**config.mk**
```make
export PLATFORM = sky130hd
export DESIGN_NAME = cdb_arbiter
export DESIGN_NICKNAME = d
export VERILOG_FILES = /design/src/rtl/cdb_arbiter_pkg.sv /design/src/rtl/cdb_src_fifo.sv /design/src/rtl/cdb_arbiter.sv
export SDC_FILE = /design/constraint.sdc
export NUM_CORES = 1
export LEC_CHECK = 0
export CAP_MARGIN = 20
export CORE_UTILIZATION = 57
export CTS_BUF_LIST = sky130_fd_sc_hd__clkbuf_8
export CTS_CLUSTER_DIAMETER = 150
export DETAILED_ROUTE_END_ITERATION = 10
export MAX_ROUTING_LAYER = met4
export PLACE_DENSITY = 0.78
export SETUP_SLACK_MARGIN = 0.05
export SYNTH_ARGS = -nofsm -noshare
export SYNTH_HDL_FRONTEND = slang
export SYNTH_SLANG_ARGS = --single-unit
```
**constraint.sdc**
```tcl
create_clock -name clk -period 5.5 [get_ports clk]
set_input_delay 1.1 -clock clk [delete_from_list [all_inputs] [get_ports clk]]
set_output_delay 1.1 -clock clk [all_outputs]
set_load 0.02 [all_outputs]
```
**src/rtl/cdb_arbiter_pkg.sv**
```systemverilog
// Shared widths, source identifiers and the buffered result record for the CDB arbiter.
package cdb_arbiter_pkg;
   localparam int PRF_ADDR_WIDTH = 6;
   localparam int PRF_WIDTH      = 32;
   localparam int ROB_ADDR_WIDTH = 5;

   localparam logic [1:0] SRC_INT  = 2'd0;
   localparam logic [1:0] SRC_MULT = 2'd1;
   localparam logic [1:0] SRC_DIV  = 2'd2;
   localparam logic [1:0] SRC_LSQ  = 2'd3;

   typedef struct packed {
      logic [PRF_ADDR_WIDTH-1:0] tag;
      logic [PRF_WIDTH-1:0]      data;
      logic [ROB_ADDR_WIDTH-1:0] rob;
   } cdb_entry_t;
endpackage

```
**src/rtl/cdb_src_fifo.sv**
```systemverilog
// Per-source result buffer: push/pop the same cycle at any count, clear empties it next edge.
// Full is decoded from the registered count, so it never anticipates a same-cycle pop.
module cdb_src_fifo #(
   parameter int DEPTH = 2,
   parameter int WIDTH = 8
) (
   input  logic             clk,
   input  logic             reset,
   input  logic             clear,
   input  logic             push,
   input  logic [WIDTH-1:0] push_data,
   input  logic             pop,
   output logic             full,
   output logic             empty,
   output logic [WIDTH-1:0] head
);
   localparam int PW = $clog2(DEPTH);

   logic [WIDTH-1:0] mem [DEPTH];
   logic [PW-1:0]    wr_ptr;
   logic [PW-1:0]    rd_ptr;
   logic [PW:0]      count;

   assign full  = (count == (PW+1)'(DEPTH));
   assign empty = (count == '0);
   assign head  = mem[rd_ptr];

   always_ff @(posedge clk or negedge reset) begin
      if (!reset) begin
         wr_ptr <= '0;
         rd_ptr <= '0;
         count  <= '0;
      end else if (clear) begin
         wr_ptr <= '0;
         rd_ptr <= '0;
         count  <= '0;
      end else begin
         if (push) wr_ptr <= wr_ptr + 1'b1;
         if (pop)  rd_ptr <= rd_ptr + 1'b1;
         count <= count + (PW+1)'(push) - (PW+1)'(pop);
      end
   end

   always_ff @(posedge clk) begin
      if (push && !clear) mem[wr_ptr] <= push_data;
   end
endmodule

```
**src/rtl/cdb_arbiter.sv**
```systemverilog
// Round-robin CDB arbiter: four buffered result sources, one registered broadcast per cycle.
// Optional CDB_BYPASS_EN lets a lone valid source with all buffers empty skip its FIFO.
module cdb_arbiter #(
   parameter int PRF_ADDR_WIDTH = cdb_arbiter_pkg::PRF_ADDR_WIDTH,
   parameter int PRF_WIDTH      = cdb_arbiter_pkg::PRF_WIDTH,
   parameter int ROB_ADDR_WIDTH = cdb_arbiter_pkg::ROB_ADDR_WIDTH,
   parameter int FIFO_DEPTH     = 2
) (
   input  logic                      clk,
   input  logic                      reset,
   input  logic                      flush,
   input  logic                      int_valid,
   input  logic                      mult_valid,
   input  logic                      div_valid,
   input  logic                      lsq_valid,
   output logic                      int_ready,
   output logic                      mult_ready,
   output logic                      div_ready,
   output logic                      lsq_ready,
   input  logic [PRF_ADDR_WIDTH-1:0] int_tag,
   input  logic [PRF_ADDR_WIDTH-1:0] mult_tag,
   input  logic [PRF_ADDR_WIDTH-1:0] div_tag,
   input  logic [PRF_ADDR_WIDTH-1:0] lsq_tag,
   input  logic [PRF_WIDTH-1:0]      int_data,
   input  logic [PRF_WIDTH-1:0]      mult_data,
   input  logic [PRF_WIDTH-1:0]      div_data,
   input  logic [PRF_WIDTH-1:0]      lsq_data,
   input  logic [ROB_ADDR_WIDTH-1:0] int_rob,
   input  logic [ROB_ADDR_WIDTH-1:0] mult_rob,
   input  logic [ROB_ADDR_WIDTH-1:0] div_rob,
   input  logic [ROB_ADDR_WIDTH-1:0] lsq_rob,
   output logic                      cdb_w_en,
   output logic [PRF_ADDR_WIDTH-1:0] cdb_w_addr,
   output logic [PRF_WIDTH-1:0]      cdb_din,
   output logic [ROB_ADDR_WIDTH-1:0] cdb_rob_tag,
   output logic [1:0]                cdb_src
);
   localparam int EW = PRF_ADDR_WIDTH + PRF_WIDTH + ROB_ADDR_WIDTH;

   logic [3:0]    valid_v, full, empty, push, pop, cand;
   logic [EW-1:0] in_ent [4];
   logic [EW-1:0] head   [4];
   logic [1:0]    rr_ptr, gnt_idx, idx, byp_idx, src_n;
   logic          gnt_vld, byp, fire;
   logic [EW-1:0] sel;

   assign valid_v = {lsq_valid, div_valid, mult_valid, int_valid};
   assign in_ent[cdb_arbiter_pkg::SRC_INT]  = {int_tag,  int_data,  int_rob};
   assign in_ent[cdb_arbiter_pkg::SRC_MULT] = {mult_tag, mult_data, mult_rob};
   assign in_ent[cdb_arbiter_pkg::SRC_DIV]  = {div_tag,  div_data,  div_rob};
   assign in_ent[cdb_arbiter_pkg::SRC_LSQ]  = {lsq_tag,  lsq_data,  lsq_rob};

   assign int_ready  = ~full[cdb_arbiter_pkg::SRC_INT];
   assign mult_ready = ~full[cdb_arbiter_pkg::SRC_MULT];
   assign div_ready  = ~full[cdb_arbiter_pkg::SRC_DIV];
   assign lsq_ready  = ~full[cdb_arbiter_pkg::SRC_LSQ];

   assign cand = ~empty;

   // Scan offsets high to low so the nearest non-empty source from rr_ptr wins.
   always_comb begin
      gnt_vld = 1'b0;
      gnt_idx = rr_ptr;
      idx     = '0;
      for (int i = 3; i >= 0; i--) begin
         idx = rr_ptr + 2'(i);
         if (cand[idx]) begin
            gnt_vld = 1'b1;
            gnt_idx = idx;
         end
      end
   end

`ifdef CDB_BYPASS_EN
   always_comb begin
      byp_idx = '0;
      for (int i = 0; i < 4; i++) begin
         if (valid_v[i]) byp_idx = 2'(i);
      end
   end
   assign byp = ~|cand & ~flush & (valid_v != '0) & ((valid_v & (valid_v - 4'd1)) == '0);
`else
   assign byp_idx = '0;
   assign byp     = 1'b0;
`endif

   assign sel   = byp ? in_ent[byp_idx] : head[gnt_idx];
   assign src_n = byp ? byp_idx : gnt_idx;
   assign fire  = (gnt_vld | byp) & ~flush;

   for (genvar g = 0; g < 4; g++) begin : g_src
      assign push[g] = valid_v[g] & ~full[g] & ~(byp && (byp_idx == 2'(g)));
      assign pop[g]  = gnt_vld & ~flush & (gnt_idx == 2'(g));

      cdb_src_fifo #(
         .DEPTH (FIFO_DEPTH),
         .WIDTH (EW)
      ) u_fifo (
         .clk       (clk),
         .reset     (reset),
         .clear     (flush),
         .push      (push[g]),
         .push_data (in_ent[g]),
         .pop       (pop[g]),
         .full      (full[g]),
         .empty     (empty[g]),
         .head      (head[g])
      );
   end

   // Payload registers hold their last broadcast when idle; only w_en drops.
   always_ff @(posedge clk or negedge reset) begin
      if (!reset) begin
         cdb_w_en    <= 1'b0;
         cdb_w_addr  <= '0;
         cdb_din     <= '0;
         cdb_rob_tag <= '0;
         cdb_src     <= '0;
         rr_ptr      <= '0;
      end else begin
         cdb_w_en <= fire;
         if (fire) begin
            cdb_w_addr  <= sel[EW-1 -: PRF_ADDR_WIDTH];
            cdb_din     <= sel[ROB_ADDR_WIDTH +: PRF_WIDTH];
            cdb_rob_tag <= sel[ROB_ADDR_WIDTH-1:0];
            cdb_src     <= src_n;
            rr_ptr      <= src_n + 2'd1;
         end
      end
   end
endmodule

```
==> impl_metrics.json, run 1 <==
{
  "cts_hold_buf": 0,
  "grt_overflow_total": 0,
  "fin_crit_ns": 3.342,
  "total_leakage_power_nw": 7.165,
  "met2_usage_pct": 35.86,
  "fin_skew_ns": 0.01843,
  "cts_max_level": 3,
  "grt.busiest_layer": "met1",
  "cp-start-kind": "flop",
  "layout-area-overhead-vs-synth_pct": 22.80,
  "clockRootBuffer": "clkbuf_8",
  "viasPerCell": 5.672,
  "dp_hpwl_um": 24590,
  "synth.most_common_cell": "edfxtp_1",
  "cts_setup_buffers": 0,
  "drt-total-wl_um": 37740,
  "met3_usage_pct": 6.255,
  "yosys_warnings": 0,
  "critical_path_class": "flop to flop",
  "status": "finished clean",
  "setup_viol": 0,
  "syn_area_sq_um": 16940,
  "clockPowerShare_pct": 21.0,
  "antenna_found_initial": 5,
  "cts_tree": "yes",
  "worstSkewPairLatency_ns": 0.56,
  "first_global_vias": 9609,
  "syn_avg_cell_area_sq_um": 17.66,
  "ys_seq_area_share_pct": 70.43,
  "post-route-drc-count": 0,
  "io-pin-count": 229,
  "ys.flop_type": "edfxtp_1",
  "crit_path_max_fanout": 47,
  "clock_path_buffers": 3,
  "wl_per_cell_um": 22.86,
  "min_path_type": "flop to flop",
  "dp_cells": 1527,
  "syn_inst": 959,
  "core_area_sq_um": 28940,
  "firstDrtPassIters": 5,
  "ys_top_cells_by_count": "edfxtp_1 (344), mux2i_1 (130), dfrtp_1 (64), nand2_1 (54), clkbuf_1 (50)",
  "portBuffers": 228,
  "synth_top_cell_by_area": "edfxtp_1",
  "synth_area_leaders": "edfxtp_1 (61%), dfrtp_1 (9.5%), mux2i_1 (7.7%), mux2_4 (3.5%), o2111ai_2 (3.3%)",
  "detail-route-antenna-nets": 0,
  "drt_first_iter_violations": 671,
  "synth_cell_types": 39,
  "drv_cap": 0,
  "finalHoldViolations": 0,
  "relSlewSlack_pct": 29.10,
  "instances_no_fill": 1651,
  "rsz0062_at_grt": "no",
  "p_seq_share_pct": 37.2,
  "gp_congestion": 0.8934,
  "end_kind": "flop",
  "slew_viol_final": 0,
  "setup-tns-final_ns": 0,
  "start_util_pct": 58.54,
  "grt_max_degree": 65,
  "fp.dieW_um": 174.4,
  "die_area_sq_um": 30410,
  "yosys.area.top_type_share_pct": 60.98,
  "clock.fmax_ghz": 0.2993,
  "cts_resized": 0,
  "grt_pass1_wl_um": 56640,
  "critical_path_required_ns": 5.96,
  "cts.sinks": 408,
  "layout-drive-gt1-share_pct": 22.35,
  "fillCellCount": 1849,
  "p_sw_share_pct": 36.61,
  "die_y_um": 174.4,
  "p_sw_mw": 4.042,
  "p_per_area_nw_per_um2": 530.7,
  "worst_pin_slew_ns": 1.064,
  "crit_arrival_ns": 3.80,
  "track_usage_pct": 25.87,
  "synth_seq_cells": 408,
  "async_flop_share_pct": 15.69,
  "comb_power_share_pct": 41.8,
  "vias": 9365,
  "grt_use_met1_pct": 37.06,
  "irDropWorstVdd_uv": 350.4,
  "syn_nets": 1146,
  "rows": 62,
  "cts-buffers-inserted": 66,
  "layout.nets": 1398,
  "path_clk_slew_ns": 0.06,
  "finalCritPeriodShare_pct": 60.76,
  "cellInternalPower_mw": 6.998,
  "synth_edf_count": 344
}
-- path summary, 6_finish.rpt --
| kind | start | end | slack [ns] | depth (start not counted) |
|---|---|---|---|---|
| max in group asynchronous | reset | g_src[0].u_fifo.rd_ptr | 4.19 | 2 |
| min in group asynchronous | reset | g_src[2].u_fifo.wr_ptr | 0.72 | 2 |
| setup / recovery | g_src[1].u_fifo.count[1] | cdb_din[6] | 2.16 | 6 |
| hold reg to reg | cdb_din[7] | cdb_din[7] | 0.49 | 2 |
| setup reg to reg | g_src[1].u_fifo.count[1] | cdb_din[6] | 2.16 | 6 |
| hold / removal | cdb_din[7] | cdb_din[7] | 0.49 | 2 |
-- registers in the layout (all words and copies together), names as in the netlist --
signal               cells
cdb_rob_tag              5
g_src.u_fifo.count       8
cdb_src                  2
cdb_w_addr               6
cdb_w_en                 1
rr_ptr                   2
g_src.u_fifo.mem       344
cdb_din                 32
g_src.u_fifo.wr_ptr      4
g_src.u_fifo.rd_ptr      4
-- power groups by stage --
stage                     clock [mW]  sequential, mW  combinational (mW)
after floorplan                    0            4.27                3.18
after global routing            2.51            4.14                4.90
after CTS                       2.37            4.11                4.64
after detailed placement           0            4.17                4.63
final                           2.32            4.10                4.61
after global placement             0            4.15                4.55
-- placed cells by master, fill, tap and decap left out, drive strengths merged, types with 4 or more instances in the layout --
cell type / count
o2111ai: 43
a21oi: 4
nor3: 6
dfrtp: 64
buf: 23
nor2: 14
ha: 8
clkdlybuf4s50: 227
nand2: 54
clkbuf: 73
edfxtp: 344
mux2i: 130
o211ai: 87
xnor2: 5
nor2b: 5
diode: 5
inv: 36
nand2b: 5
clkinv: 14
nor3b: 4
mux2: 86
xor2: 8
-- metal layers --
layer	share of wire, %	up-vias
met4	2.0	0
met1	44	4635
met2	46	362
li1	-	4316
met5	0	-
met3	8.0	52
-- per-stage QoR --
| stage | area (sq um) | setup WS [ns] | utilization, % | power [mW] | hold slack [ns] |
|---|---|---|---|---|---|
| after global placement | 19600 | 1.899 | 67.75 | 8.697 | 0.4707 |
| after detailed placement | 19600 | 1.814 | 67.75 | 8.796 | 0.4705 |
| final | 20800 | 2.158 | 71.89 | 11.04 | 0.4888 |
| after CTS | 20790 | 2.137 | 71.85 | 11.12 | 0.4892 |
| after floorplan | 16940 | 0.4826 | - | 7.445 | 0.5193 |
| after global routing | 20800 | 1.968 | 71.89 | 11.55 | 0.5123 |
-- cell families (layout without fill, tap and decap cells) --
group | after synthesis | after routing | share of synthesized area, %
buf+inv | 71 | 374 | 2.105
simple gates | 94 | 94 | 2.504
other cells | 0 | 5 | 0
xor+xnor | 13 | 13 | 0.6721
flops | 408 | 408 | 70.43
fa+ha+maj | 8 | 8 | 0.5909
compound gates | 149 | 149 | 9.432
mux | 216 | 216 | 14.26
-- critical path, cell delays in order, from the launching register on --
cell and delay, ns:
dfrtp_1 0.42, nor2_1 0.40, a31o_1 0.59, o21a_4 0.41, buf_4 0.74, mux2_2 0.44, o211ai_1 0.16
-- cell type report --
cell class                      instances  area (sq um)  share of cell area [%]
Sequential cell                       408         11940                   57.38
Multi-Input combinational cell        480          4726                   22.72
Timing Repair Buffer                  250          2442                   11.74
Clock buffer                           73          1005                   4.830
Tap cell                              384         480.5                   2.310
Clock inverter                         46         181.4                  0.8721
Inverter                                5         18.77                 0.09022
Antenna cell                            5         12.51                 0.06015
(Power assumes the default switching activity.)
==> inputs of run 2 (changes only) <==
==> constraint.sdc (replaced) <==
create_clock -name clk -period 3.4 [get_ports clk]
set_input_delay 0.68 -clock clk [delete_from_list [all_inputs] [get_ports clk]]
set_output_delay 0.68 -clock clk [all_outputs]
set_load 0.02 [all_outputs]
==> impl_metrics.json, run 2 (synthesis results as in run 1) <==
{
  "status": "finished clean",
  "largest_reg_flops": 344,
  "clockPowerShare_pct": 21.1,
  "setup_ws_ns": 0.6720,
  "grt_overflow_total": 0,
  "crit_arrival_ns": 3.17,
  "ff2ff_setup_slack_ns": 0.67,
  "start_util_pct": 58.54,
  "p_sw_share_pct": 36.95,
  "cts_tree": "yes",
  "cts_hold_buf": 0,
  "clock_path_buffers": 3,
  "drt-total-wl_um": 37390,
  "clockRootBuffer": "clkbuf_8",
  "cts_max_level": 3,
  "cellInternalPower_mw": 11.30,
  "drv_cap": 0,
  "slew_viol_final": 0,
  "cts.sinks": 408,
  "viasPerCell": 5.780,
  "p_per_area_nw_per_um2": 859.7,
  "worstSkewPairLatency_ns": 0.57,
  "regMostFlops": "g_src.u_fifo.mem",
  "fp.dieW_um": 174.4,
  "finalHoldViolations": 0,
  "cts_setup_buffers": 0,
  "cts_resized": 0,
  "r2r_cells": 10,
  "grt_pass1_wl_um": 56110,
  "pre_cts_slack_ns": 0.4621,
  "drt_first_iter_violations": 763,
  "critical_path_class": "flop to flop",
  "io-pin-count": 229,
  "wl_per_cell_um": 22.52,
  "min_path_type": "input port to asynchronous set/reset pin",
  "layout-drive-gt1-share_pct": 22.52,
  "vias": 9595,
  "p_seq_share_pct": 38.1,
  "most-common-layout-cells": "edfxtp_1 (344), clkdlybuf4s50_1 (227), mux2i_1 (130), clkbuf_8 (70), dfrtp_1 (60)",
  "antenna_found_initial": 6,
  "fin_skew_ns": 0.02324,
  "crit-reg2reg-capture": "g_src[1].u_fifo.count[1]",
  "fin_crit_ns": 2.728,
  "rows": 62,
  "layout.nets": 1405,
  "portBuffers": 228,
  "end_kind": "flop",
  "track_usage_pct": 25.54,
  "layout-area-overhead-vs-synth_pct": 23.09,
  "die_area_sq_um": 30410,
  "instances_no_fill": 1660,
  "reg_top3": "g_src.u_fifo.mem (344), cdb_din (32), g_src.u_fifo.count (8)",
  "cp-start-kind": "flop",
  "setup_viol": 0,
  "comb_power_share_pct": 40.8,
  "grt_max_degree": 49,
  "firstDrtPassIters": 5,
  "rsz0062_at_grt": "no",
  "finalCritPeriodShare_pct": 80.24,
  "rr_startpoint": "g_src[3].u_fifo.count[1]",
  "dp_hpwl_um": 24920,
  "critical_path_required_ns": 3.84,
  "core_area_sq_um": 28940,
  "irDropWorstVdd_uv": 585.0,
  "cts-buffers-inserted": 68,
  "total_power_mw": 17.93,
  "p_sw_mw": 6.624,
  "detail-route-antenna-nets": 0,
  "setup-tns-final_ns": 0,
  "die_y_um": 174.4,
  "clock.fmax_ghz": 0.3666,
  "final_common_cell": "edfxtp_1",
  "total_leakage_power_nw": 7.184,
  "worst_pin_slew_ns": 1.078,
  "post-route-drc-count": 0,
  "relSlewSlack_pct": 28.15,
  "first_global_vias": 9632,
  "crit_path_max_fanout": 22,
  "dp_cells": 1532,
  "path_clk_slew_ns": 0.06,
  "gp_congestion": 0.9062
}
[run 2: worst max-delay path, stage by stage, from the launching register on]
cell and delay [ns]:
dfrtp_1 0.45, or4_1 0.54, a31o_1 0.24, o21a_4 0.24
nor3_2 0.26, ha_1 0.29, inv_1 0.06, ha_1 0.15
xor2_1 0.17, xnor2_1 0.13, nor2_1 0.05
[run 2: worst max-delay path by stage]
| stage | startpoint | endpoint | slack (ns) |
|---|---|---|---|
| global placement | flush | g_src[0].u_fifo.count[1] | 0.50 |
| finish | g_src[3].u_fifo.count[1] | g_src[1].u_fifo.count[1] | 0.67 |
| floorplan | flush | g_src[0].u_fifo.mem[1][0] | -1.20 |
| global route | g_src[1].u_fifo.count[1] | g_src[0].u_fifo.count[1] | 0.47 |
| detailed placement | flush | g_src[0].u_fifo.count[1] | 0.46 |
| CTS | g_src[3].u_fifo.count[1] | g_src[1].u_fifo.count[1] | 0.68 |
[run 2: cell type report]
class                   instances  area, sq um
diodes                          6        15.01
clock buffers                  70        963.4
clock inverters                52        219.0
fillers                      1798         8084
inverters                       5        18.77
multi-input cells             480         4726
flip-flops and latches        408        11940
well taps                     384        480.5
repair buffers                255         2492
[run 2: power by group through the flow]
stage	Sequential, mW	Combinational, mW	Clock [mW]
CTS	6.84	7.32	3.87
floorplan	6.90	5.14	0
global route	6.90	7.74	4.09
global placement	6.91	7.19	0
detailed placement	6.93	7.30	0
finish	6.82	7.32	3.78
[run 2: per-layer routing]
metal	part of all wire, %	wire, um	vias to the layer above	global-route usage (%)
met5	0	0	-	-
met4	2.3	875	0	10.27
met3	7.9	2961	60	5.490
met2	45	16800	408	35.81
met1	45	16750	4789	36.43
li1	-	-	4338	-
[run 2: through the flow]
step | area [sq um] | util [%] | hold slack [ns]
after global placement | 19650 | 67.92 | 0.4702
after detailed placement | 19650 | 67.92 | 0.4738
after floorplan | 16940 | - | 0.3844
final | 20850 | 72.06 | 0.09678
after CTS | 20840 | 72.01 | 0.07283
after global routing | 20850 | 72.06 | 0.1071
==> inputs of run 3 (changes only) <==
--- a/config.mk
+++ b/config.mk
@@ -6,12 +6,12 @@
 export NUM_CORES = 1
 export LEC_CHECK = 0
 export CAP_MARGIN = 20
-export CORE_UTILIZATION = 57
+export CORE_UTILIZATION = 51
 export CTS_BUF_LIST = sky130_fd_sc_hd__clkbuf_8
 export CTS_CLUSTER_DIAMETER = 150
 export DETAILED_ROUTE_END_ITERATION = 10
 export MAX_ROUTING_LAYER = met4
-export PLACE_DENSITY = 0.78
+export PLACE_DENSITY = 0.74
 export SETUP_SLACK_MARGIN = 0.05
 export SYNTH_ARGS = -nofsm -noshare
 export SYNTH_HDL_FRONTEND = slang
==> constraint.sdc (replaced) <==
create_clock -name clk -period 2.3 [get_ports clk]
set_input_delay 0.46 -clock clk [delete_from_list [all_inputs] [get_ports clk]]
set_output_delay 0.46 -clock clk [all_outputs]
set_load 0.02 [all_outputs]
==> impl_metrics.json, run 3 (synthesis results as in run 1) <==
{
  "status": "finished with violations",
  "violations": "negative setup slack",
  "r2r_cells": 10,
  "drt_first_iter_violations": 620,
  "critPathCapture": "g_src[2].u_fifo.count[1]",
  "layout-drive-gt1-share_pct": 29.99,
  "crit_family": "simple AND/OR/NAND/NOR gates",
  "final_common_cell": "edfxtp_1",
  "portBuffers": 228,
  "layout-area-overhead-vs-synth_pct": 33.67,
  "first_global_vias": 10630,
  "rsz0062_at_grt": "yes",
  "rr_startpoint": "g_src[2].u_fifo.count[0]",
  "startpoint": "g_src[2].u_fifo.count[0]",
  "detail-route-antenna-nets": 0,
  "critical_path_depth": 10,
  "clock.fmax_ghz": 0.3990,
  "finalCritPeriodShare_pct": 109.0,
  "setup_viol": 30,
  "cts.sinks": 408,
  "wl_per_cell_um": 23.41,
  "grt_max_degree": 65,
  "grt_use_met1_pct": 30.25,
  "cp-start-kind": "flop",
  "post-route-drc-count": 0,
  "grt_pass1_wl_um": 60290,
  "die_area_sq_um": 33950,
  "finalInstanceArea_sq_um": 22640,
  "met2_usage_pct": 41.05,
  "largest_reg_flops": 344,
  "drt-total-wl_um": 41720,
  "drv_cap": 0,
  "rows": 66,
  "critical_path_class": "flop to flop",
  "cts-buffers-inserted": 66,
  "slew_viol_final": 0,
  "total_power_mw": 30.99,
  "fin_crit_ns": 2.506,
  "ff2ff_setup_slack_ns": -0.21,
  "path_clk_slew_ns": 0.06,
  "grt.busiest_layer": "met2",
  "layout.nets": 1470,
  "regMostFlops": "g_src.u_fifo.mem",
  "start_util_pct": 51.93,
  "viasPerCell": 5.577,
  "reg_top3": "g_src.u_fifo.mem (344), cdb_din (32), g_src.u_fifo.count (8)",
  "crit-reg2reg-capture": "g_src[2].u_fifo.count[1]",
  "dp_cells": 1630,
  "grt_overflow_total": 0,
  "slowest_delay_ns": 0.55,
  "critical_path_required_ns": 2.72,
  "track_usage_pct": 24.84,
  "cts_max_level": 3,
  "finalHoldViolations": 0,
  "fin_skew_ns": 0.02643,
  "crit_path_max_fanout": 4,
  "irDropWorstVdd_uv": 2235,
  "clockRootBuffer": "clkbuf_8",
  "fp.dieW_um": 184.3,
  "cts_tree": "yes",
  "holdWs_ns": 0.4309,
  "post_dp_cell_area_sq_um": 20380,
  "core_area_sq_um": 32620,
  "met3_usage_pct": 5.493,
  "crit_buf_inv": 1,
  "final_util_pct": 69.42,
  "most-common-layout-cells": "edfxtp_1 (344), clkdlybuf4s50_1 (223), mux2i_1 (130), clkbuf_8 (76), dfrtp_1 (58)",
  "die_y_um": 184.3,
  "antenna_found_initial": 6,
  "crit_arrival_ns": 2.93,
  "total_leakage_power_nw": 7.752,
  "instances_no_fill": 1782,
  "cpMaxStageDelayCell": "or4_4",
  "min_path_type": "input port to asynchronous set/reset pin",
  "path_common_cell": "nor2_1",
  "worst_pin_slew_ns": 0.6087,
  "p_per_area_nw_per_um2": 1369,
  "vias": 9939,
  "setup_ws_ns": -0.2064,
  "crit_chain": "or4_4 > a31o_4 > o211ai_1 > nor2_1 > ha_1 > inv_2 > ha_4 > xor2_1 > xnor2_1 > nor2_1",
  "clock_path_buffers": 3,
  "io-pin-count": 229,
  "firstDrtPassIters": 5,
  "end_kind": "flop",
  "gp_congestion": 0.8547,
  "worstSkewPairLatency_ns": 0.56,
  "dp_hpwl_um": 25990,
  "relSlewSlack_pct": 59.42
}
## run 3: area by class of cell
class	count	area, sq um
Antenna cell	6	15.01
Clock buffer	76	1046
Clock inverter	43	262.8
Fill cell	2112	9976
Inverter	5	20.02
Multi-Input combinational cell	480	5340
Sequential cell	408	11950
Tap cell	442	553.0
Timing Repair Buffer	322	3460
## run 3: worst min-delay path, delay by kind of cell
kind                   cells  cell delay [ns]
buffers and inverters      3             0.94
## run 3: what timing repair did
action	in CTS	in global routing
gates cloned	0	6
pin swaps	20	52
hold buffers	1	0
setup endpoints to repair	57	55
gates resized for setup	26	77
setup buffers	11	11
hold endpoints to repair	64	0
## run 3: how the worst min path moves through the flow
stage                start                         end  slack, ns  cells after the start
5_1_grt        int_data[9]  g_src[0].u_fifo.mem[1][14]       0.46                      1
6_report             reset                 cdb_din[28]       0.43                      3
3_5_place_dp    cdb_src[0]                  cdb_src[0]       0.47                      2
4_1_cts              reset                 cdb_din[28]       0.43                      3
3_3_place_gp    cdb_src[0]                  cdb_src[0]       0.46                      2
2_1_floorplan        reset                  cdb_din[0]       0.16                      0
## run 3: metal layers
layer  vias up  part of all wire (%)
li1       4484                     -
met2       385                    50
met3        71                   6.8
met4         0                   2.7
met1      4999                    41
met5         -                     0
## run 3: stage by stage
step | setup WS, ns | setup TNS, ns
floorplan | -0.4259 | -14.40
global placement | -0.2020 | -1.983
detailed placement | -0.2819 | -4.096
CTS | -0.1595 | -0.8249
global route | -0.3146 | -4.639
finish | -0.2064 | -1.528
## run 3: power breakdown
group | internal [mW] | switching [mW] | leakage (nW)
logic | 7.08 | 7.79 | 3.07
clock network | 3.36 | 2.78 | 0.744
registers | 9.18 | 0.799 | 3.94
